<file path="src/rtl/icg_enable_ctrl.sv">
`default_nettype none
// ============================================================================
//  Module   : icg_enable_ctrl
//  Purpose  : Idle-detecting enable controller for a negative-edge ICG.
//             Drives the gate's E/TE inputs and a RDY handshake telling the
//             gated domain when its clock is stable after wake-up.
//  Options  : define ICG_ENABLE_CTRL_STATS_EN to add the GATED_CNT
//             saturating counter of closed-gate cycles.
//  Revision : 1.0 - initial release
// ============================================================================
module icg_enable_ctrl #(
  parameter int IDLE_CYCLES = 16,
  parameter int WAKE_CYCLES = 2,
  parameter int STAT_W      = 16
) (
  input  logic              CLK,
  input  logic              RST,
  input  logic              REQ,
  input  logic              FORCE_ON,
  input  logic              SE,
  output logic              E,
  output logic              TE,
  output logic              RDY,
`ifdef ICG_ENABLE_CTRL_STATS_EN
  output logic              GATED,
  output logic [STAT_W-1:0] GATED_CNT
`else
  output logic              GATED
`endif
);

  localparam int IDLE_W = $clog2(IDLE_CYCLES + 1);
  localparam int WAKE_W = $clog2(WAKE_CYCLES + 1);

  // Terminal counts: each counter is cleared on the transition it triggers,
  // so it never has to wrap.
  localparam logic [IDLE_W-1:0] IDLE_LAST = IDLE_W'(IDLE_CYCLES - 1);
  localparam logic [WAKE_W-1:0] WAKE_LAST = WAKE_W'(WAKE_CYCLES - 1);

  // Reject out-of-range configurations at elaboration.
  if (IDLE_CYCLES < 1 || IDLE_CYCLES > 255) begin : g_bad_idle
    $error("icg_enable_ctrl: IDLE_CYCLES must be 1..255");
  end
  if (WAKE_CYCLES < 1 || WAKE_CYCLES > 255) begin : g_bad_wake
    $error("icg_enable_ctrl: WAKE_CYCLES must be 1..255");
  end
  if (STAT_W < 1) begin : g_bad_stat
    $error("icg_enable_ctrl: STAT_W must be at least 1");
  end

  typedef enum logic [1:0] {
    ST_WAKE  = 2'd0,
    ST_RUN   = 2'd1,
    ST_GATED = 2'd2
  } state_t;

  state_t             state_q,    state_d;
  logic [IDLE_W-1:0]  idle_cnt_q, idle_cnt_d;
  logic [WAKE_W-1:0]  wake_cnt_q, wake_cnt_d;
  logic               e_q,        e_d;
  logic               rdy_q,      rdy_d;
  logic               gated_q,    gated_d;
  logic               activity;

  assign activity = REQ | FORCE_ON;

  // Next-state logic; outputs are decoded from the next state so that the
  // registered E/RDY/GATED change on the same edge as the state itself.
  always_comb begin
    state_d    = state_q;
    idle_cnt_d = idle_cnt_q;
    wake_cnt_d = wake_cnt_q;

    case (state_q)
      ST_WAKE: begin
        // Requests are ignored while the clock is re-stabilising.
        if (wake_cnt_q == WAKE_LAST) begin
          state_d    = ST_RUN;
          wake_cnt_d = '0;
        end else begin
          wake_cnt_d = wake_cnt_q + WAKE_W'(1);
        end
      end
      ST_RUN: begin
        // Activity on the final idle cycle wins over gating.
        if (activity) begin
          idle_cnt_d = '0;
        end else if (idle_cnt_q == IDLE_LAST) begin
          state_d    = ST_GATED;
          idle_cnt_d = '0;
        end else begin
          idle_cnt_d = idle_cnt_q + IDLE_W'(1);
        end
      end
      ST_GATED: begin
        if (activity) begin
          state_d    = ST_WAKE;
          wake_cnt_d = '0;
        end
      end
      default: begin
        state_d    = ST_WAKE;
        idle_cnt_d = '0;
        wake_cnt_d = '0;
      end
    endcase

    e_d     = (state_d != ST_GATED);
    rdy_d   = (state_d == ST_RUN);
    gated_d = (state_d == ST_GATED);
  end

  // State, counters and registered gate controls.
  always_ff @(posedge CLK or posedge RST) begin
    if (RST) begin
      state_q    <= ST_WAKE;
      idle_cnt_q <= '0;
      wake_cnt_q <= '0;
      e_q        <= 1'b1;
      rdy_q      <= 1'b0;
      gated_q    <= 1'b0;
    end else begin
      state_q    <= state_d;
      idle_cnt_q <= idle_cnt_d;
      wake_cnt_q <= wake_cnt_d;
      e_q        <= e_d;
      rdy_q      <= rdy_d;
      gated_q    <= gated_d;
    end
  end

  assign E     = e_q;
  assign RDY   = rdy_q;
  assign GATED = gated_q;

  // Test enable bypasses the FSM entirely so scan shifts see every pulse.
  assign TE = SE;

`ifdef ICG_ENABLE_CTRL_STATS_EN
  logic [STAT_W-1:0] gated_cnt_q, gated_cnt_d;

  // Saturating count of edges seen with the gate closed.
  always_comb begin
    gated_cnt_d = gated_cnt_q;
    if (gated_q && (gated_cnt_q != {STAT_W{1'b1}})) begin
      gated_cnt_d = gated_cnt_q + STAT_W'(1);
    end
  end

  // Statistics register, cleared only by reset.
  always_ff @(posedge CLK or posedge RST) begin
    if (RST) begin
      gated_cnt_q <= '0;
    end else begin
      gated_cnt_q <= gated_cnt_d;
    end
  end

  assign GATED_CNT = gated_cnt_q;
`endif

endmodule
`default_nettype wire

</file>
<file path="config.mk">
export PLATFORM = sky130hd
export DESIGN_NAME = icg_enable_ctrl
export DESIGN_NICKNAME = d
export VERILOG_FILES = /design/src/rtl/icg_enable_ctrl.sv
export SDC_FILE = /design/constraint.sdc
export NUM_CORES = 1
export LEC_CHECK = 0
export CAP_MARGIN = 30
export CORE_ASPECT_RATIO = 1.2
export CORE_MARGIN = 2
export CORE_UTILIZATION = 30
export DETAILED_ROUTE_END_ITERATION = 8
export PLACE_DENSITY_LB_ADDON = 0.25
export SYNTH_ARGS = -nofsm -noshare
export SYNTH_HDL_FRONTEND = slang
export SYNTH_SLANG_ARGS = --single-unit
</file>
<file path="constraint.sdc">
create_clock -name CLK -period 2.4 [get_ports CLK]
set_input_delay 0.6 -clock CLK [delete_from_list [all_inputs] [get_ports CLK]]
set_output_delay 0.6 -clock CLK [all_outputs]
set_load 0.01 [all_outputs]
</file>
==> results of run 1 <==
## flip-flops by register name (all words and copies together) (netlist names)
register    count
idle_cnt_q      5
state_q         2
wake_cnt_q      2
E               1
GATED           1
RDY             1
## kinds of logic (layout without fill, tap and decap cells)
logic type	count (synthesis)	after routing	share of synthesized area
AOI/OAI and AO/OA	16	16	0.186
and+or+nand+nor	14	14	0.175
adders and majority gates	1	1	0.0227
muxes	1	1	0.0182
DFF	12	12	0.548
buffers and inverters	6	14	0.0500
## cell type report
type	count	area (um^2)	share of cell area
inverter	4	15.0	0.0232
clock buffer	4	26.3	0.0406
tap	18	22.5	0.0348
timing repair buffer	6	60.1	0.0928
multi-input combinational	32	221	0.342
sequential	12	302	0.466
## cells in the final DEF, fill, tap and decap left out, types with 2 or more instances in the layout
cell             count
nor2_1               2
o21a_1               3
nor3_1               2
clkbuf_4             3
nand3_1              3
clkdlybuf4s50_1      6
o21ai_0              3
a21oi_1              4
a211oi_1             2
inv_1                4
dfrtp_1             11
nor2b_1              2
a31oi_1              2
## how the worst max path moves through the flow
stage | cells past startpoint | slack (ns) | start | to
2_1_floorplan | 1 | 1.08 | SE | TE
3_3_place_gp | 4 | 0.54 | FORCE_ON | idle_cnt_q[3]
3_5_place_dp | 4 | 0.51 | FORCE_ON | idle_cnt_q[2]
4_1_cts | 1 | 0.48 | E | E
5_1_grt | 1 | 0.46 | E | E
6_report | 1 | 0.48 | E | E
## power breakdown
group / switching (mW) / internal, mW
combinational: 0.0118 / 0.00991
sequential: 0.00526 / 0.206
clock: 0.0695 / 0.0646
## metrics by stage
stage                     cell area (um^2)  total power [mW]  hold slack [ns]
after detailed placement               621             0.237            0.477
after global routing                   647             0.384            0.518
after floorplan                        551             0.228            0.454
after global placement                 621             0.237            0.474
after CTS                              647             0.370            0.495
final                                  647             0.367            0.496
## layer usage
| metal | wire (um) | share of wire |
|---|---|---|
| met2 | 449 | 0.48 |
| met3 | 42 | 0.045 |
| met1 | 401 | 0.43 |
| met5 | 0 | 0 |
| met4 | 40 | 0.043 |
==> results.ini, run 1 <==
[status]
status = finished, final reports clean

[synthesis]
yosys-top-cells-area = dfrtp_1, dfstp_2, nor4b_4
synth_enable_flop_cells = 0
synth_ff_type = dfrtp_1
yosys.area.top_type = dfrtp_1
synth.most_common_cell = dfrtp_1
syn_avg_cell_area_um2 = 11.0
syn-instance-count = 50
async_reset_ff_frac = 1.00
synth.top_cells.by_count = dfrtp_1, a21oi_1, inv_1
synth_cell_types = 23
synth_nets = 56
netlist_area_um2 = 551
yosysSeqAreaShare = 0.548
synth-seq-cells = 12
yosys_warnings = 0
synth_top_area_frac = 0.500

[setup_path]
cp_max_fo = 1
path_class = register to output port
cp_cell_sequence = clkdlybuf4s50_1
reg2reg_setup_slack_ns = 1.05
critical-path-top-delay-family = flip-flops
cp.required_ns = 1.80
slowest_stage = dfstp_2
r2r_start = idle_cnt_q[0]
worst_path_largest_cell_delay_ns = 0.52
endpoint_kind = output port
critPathLaunchType = register
arrival_ns = 1.32
r2r_end = GATED
path_buf_inv = 1
r2r.worst_path.cells = 4

[global_routing]
grt_pass1_vias = 397
grt_start_max_net_pins = 13
grt_util_met1 = 0.112
track_usage = 0.107
grt_util_met2 = 0.177
antenna_found_initial = 0
grt.met3_usage = 0.0212
grt_overflow = 0
grt_pass1_wl_mm = 1.68
grt_busiest_layer = met2

[sta]
setup_violations = 0
rsz0062_at_grt = false
fin_crit_sh = 0.798
fin_setup_tns_ns = 0
slew_violations = 0
timing.fmax_mhz = 522
fin_crit_ns = 1.92
skew_ns = 0.00191
layout_setup_ws_ns = 0.485
worst_pin_slew_ns = 0.453
final_hold_viol_count = 0
slew_headroom = 0.697

[floorplan]
die_y_um = 50.9
rows = 16
die_area_mm2 = 0.00220
die_w_um = 43.1
core_area_mm2 = 0.00168
num_io_pins = 9
initial_core_util = 0.327

[routing]
drtAntennaViolNets = 0
routed_via_density = 5.28
drt-initial-drc-count = 12
drtPass1Iterations = 4
wire_per_inst_um = 12.3
wl_um = 934
drc = 0
via_count = 401

[hold_path]
holdCritPathClass = register to register
holdPathStages = 1
worstHoldStart = wake_cnt_q[1]
hold_path_end = wake_cnt_q[1]

[pwr]
power.density_mw_per_mm2 = 567
leakage_nw = 0.280
vdd_drop_max_v = 0.000274

[clock_network]
clock_sinks = 12
numCtsBuffers = 3
cts-htree-levels = 1
postCtsSetupBuffers = 0
clockBufferDepth = 2
cts_hold_buffers = 0
clk_latency_ns = 0.28
ctsResizeCount = 0
cts_tree = built
path_clk_slew_ns = 0.07
cts_root_buf = clkbuf_4

[final_layout]
n_antenna_cell = 0
fin_cells = 76
fin_util = 0.385
drive_gt1_frac = 0.0862
area_growth_pct = 17.5
finalNetCount = 65
fillers = 184

[placement]
numPortBuffers = 6
dp_slack_ns = 0.509
dp_hpwl_um = 662
place_inst = 72
gp_congestion = 0.664

[flow_run]
drv_cap = 0

(Power assumes the default switching activity.)
==> run 2: changes to the inputs <==
==> constraint.sdc (replaced) <==
create_clock -name CLK -period 2 [get_ports CLK]
set_input_delay 0.5 -clock CLK [delete_from_list [all_inputs] [get_ports CLK]]
set_output_delay 0.5 -clock CLK [all_outputs]
set_load 0.01 [all_outputs]
==> results of run 2 <==
Same layout as run 1 (identical final DEF). Status: finished, final reports clean.
Main changes from that run: setup slack after placement 0.509 ns -> 0.209 ns; setup slack after layout 0.485 ns -> 0.185 ns; register-to-register setup slack 1.05 ns -> 0.65 ns; total power 0.367 mW -> 0.441 mW; worst IR drop on VDD 0.000274 V -> 0.000329 V
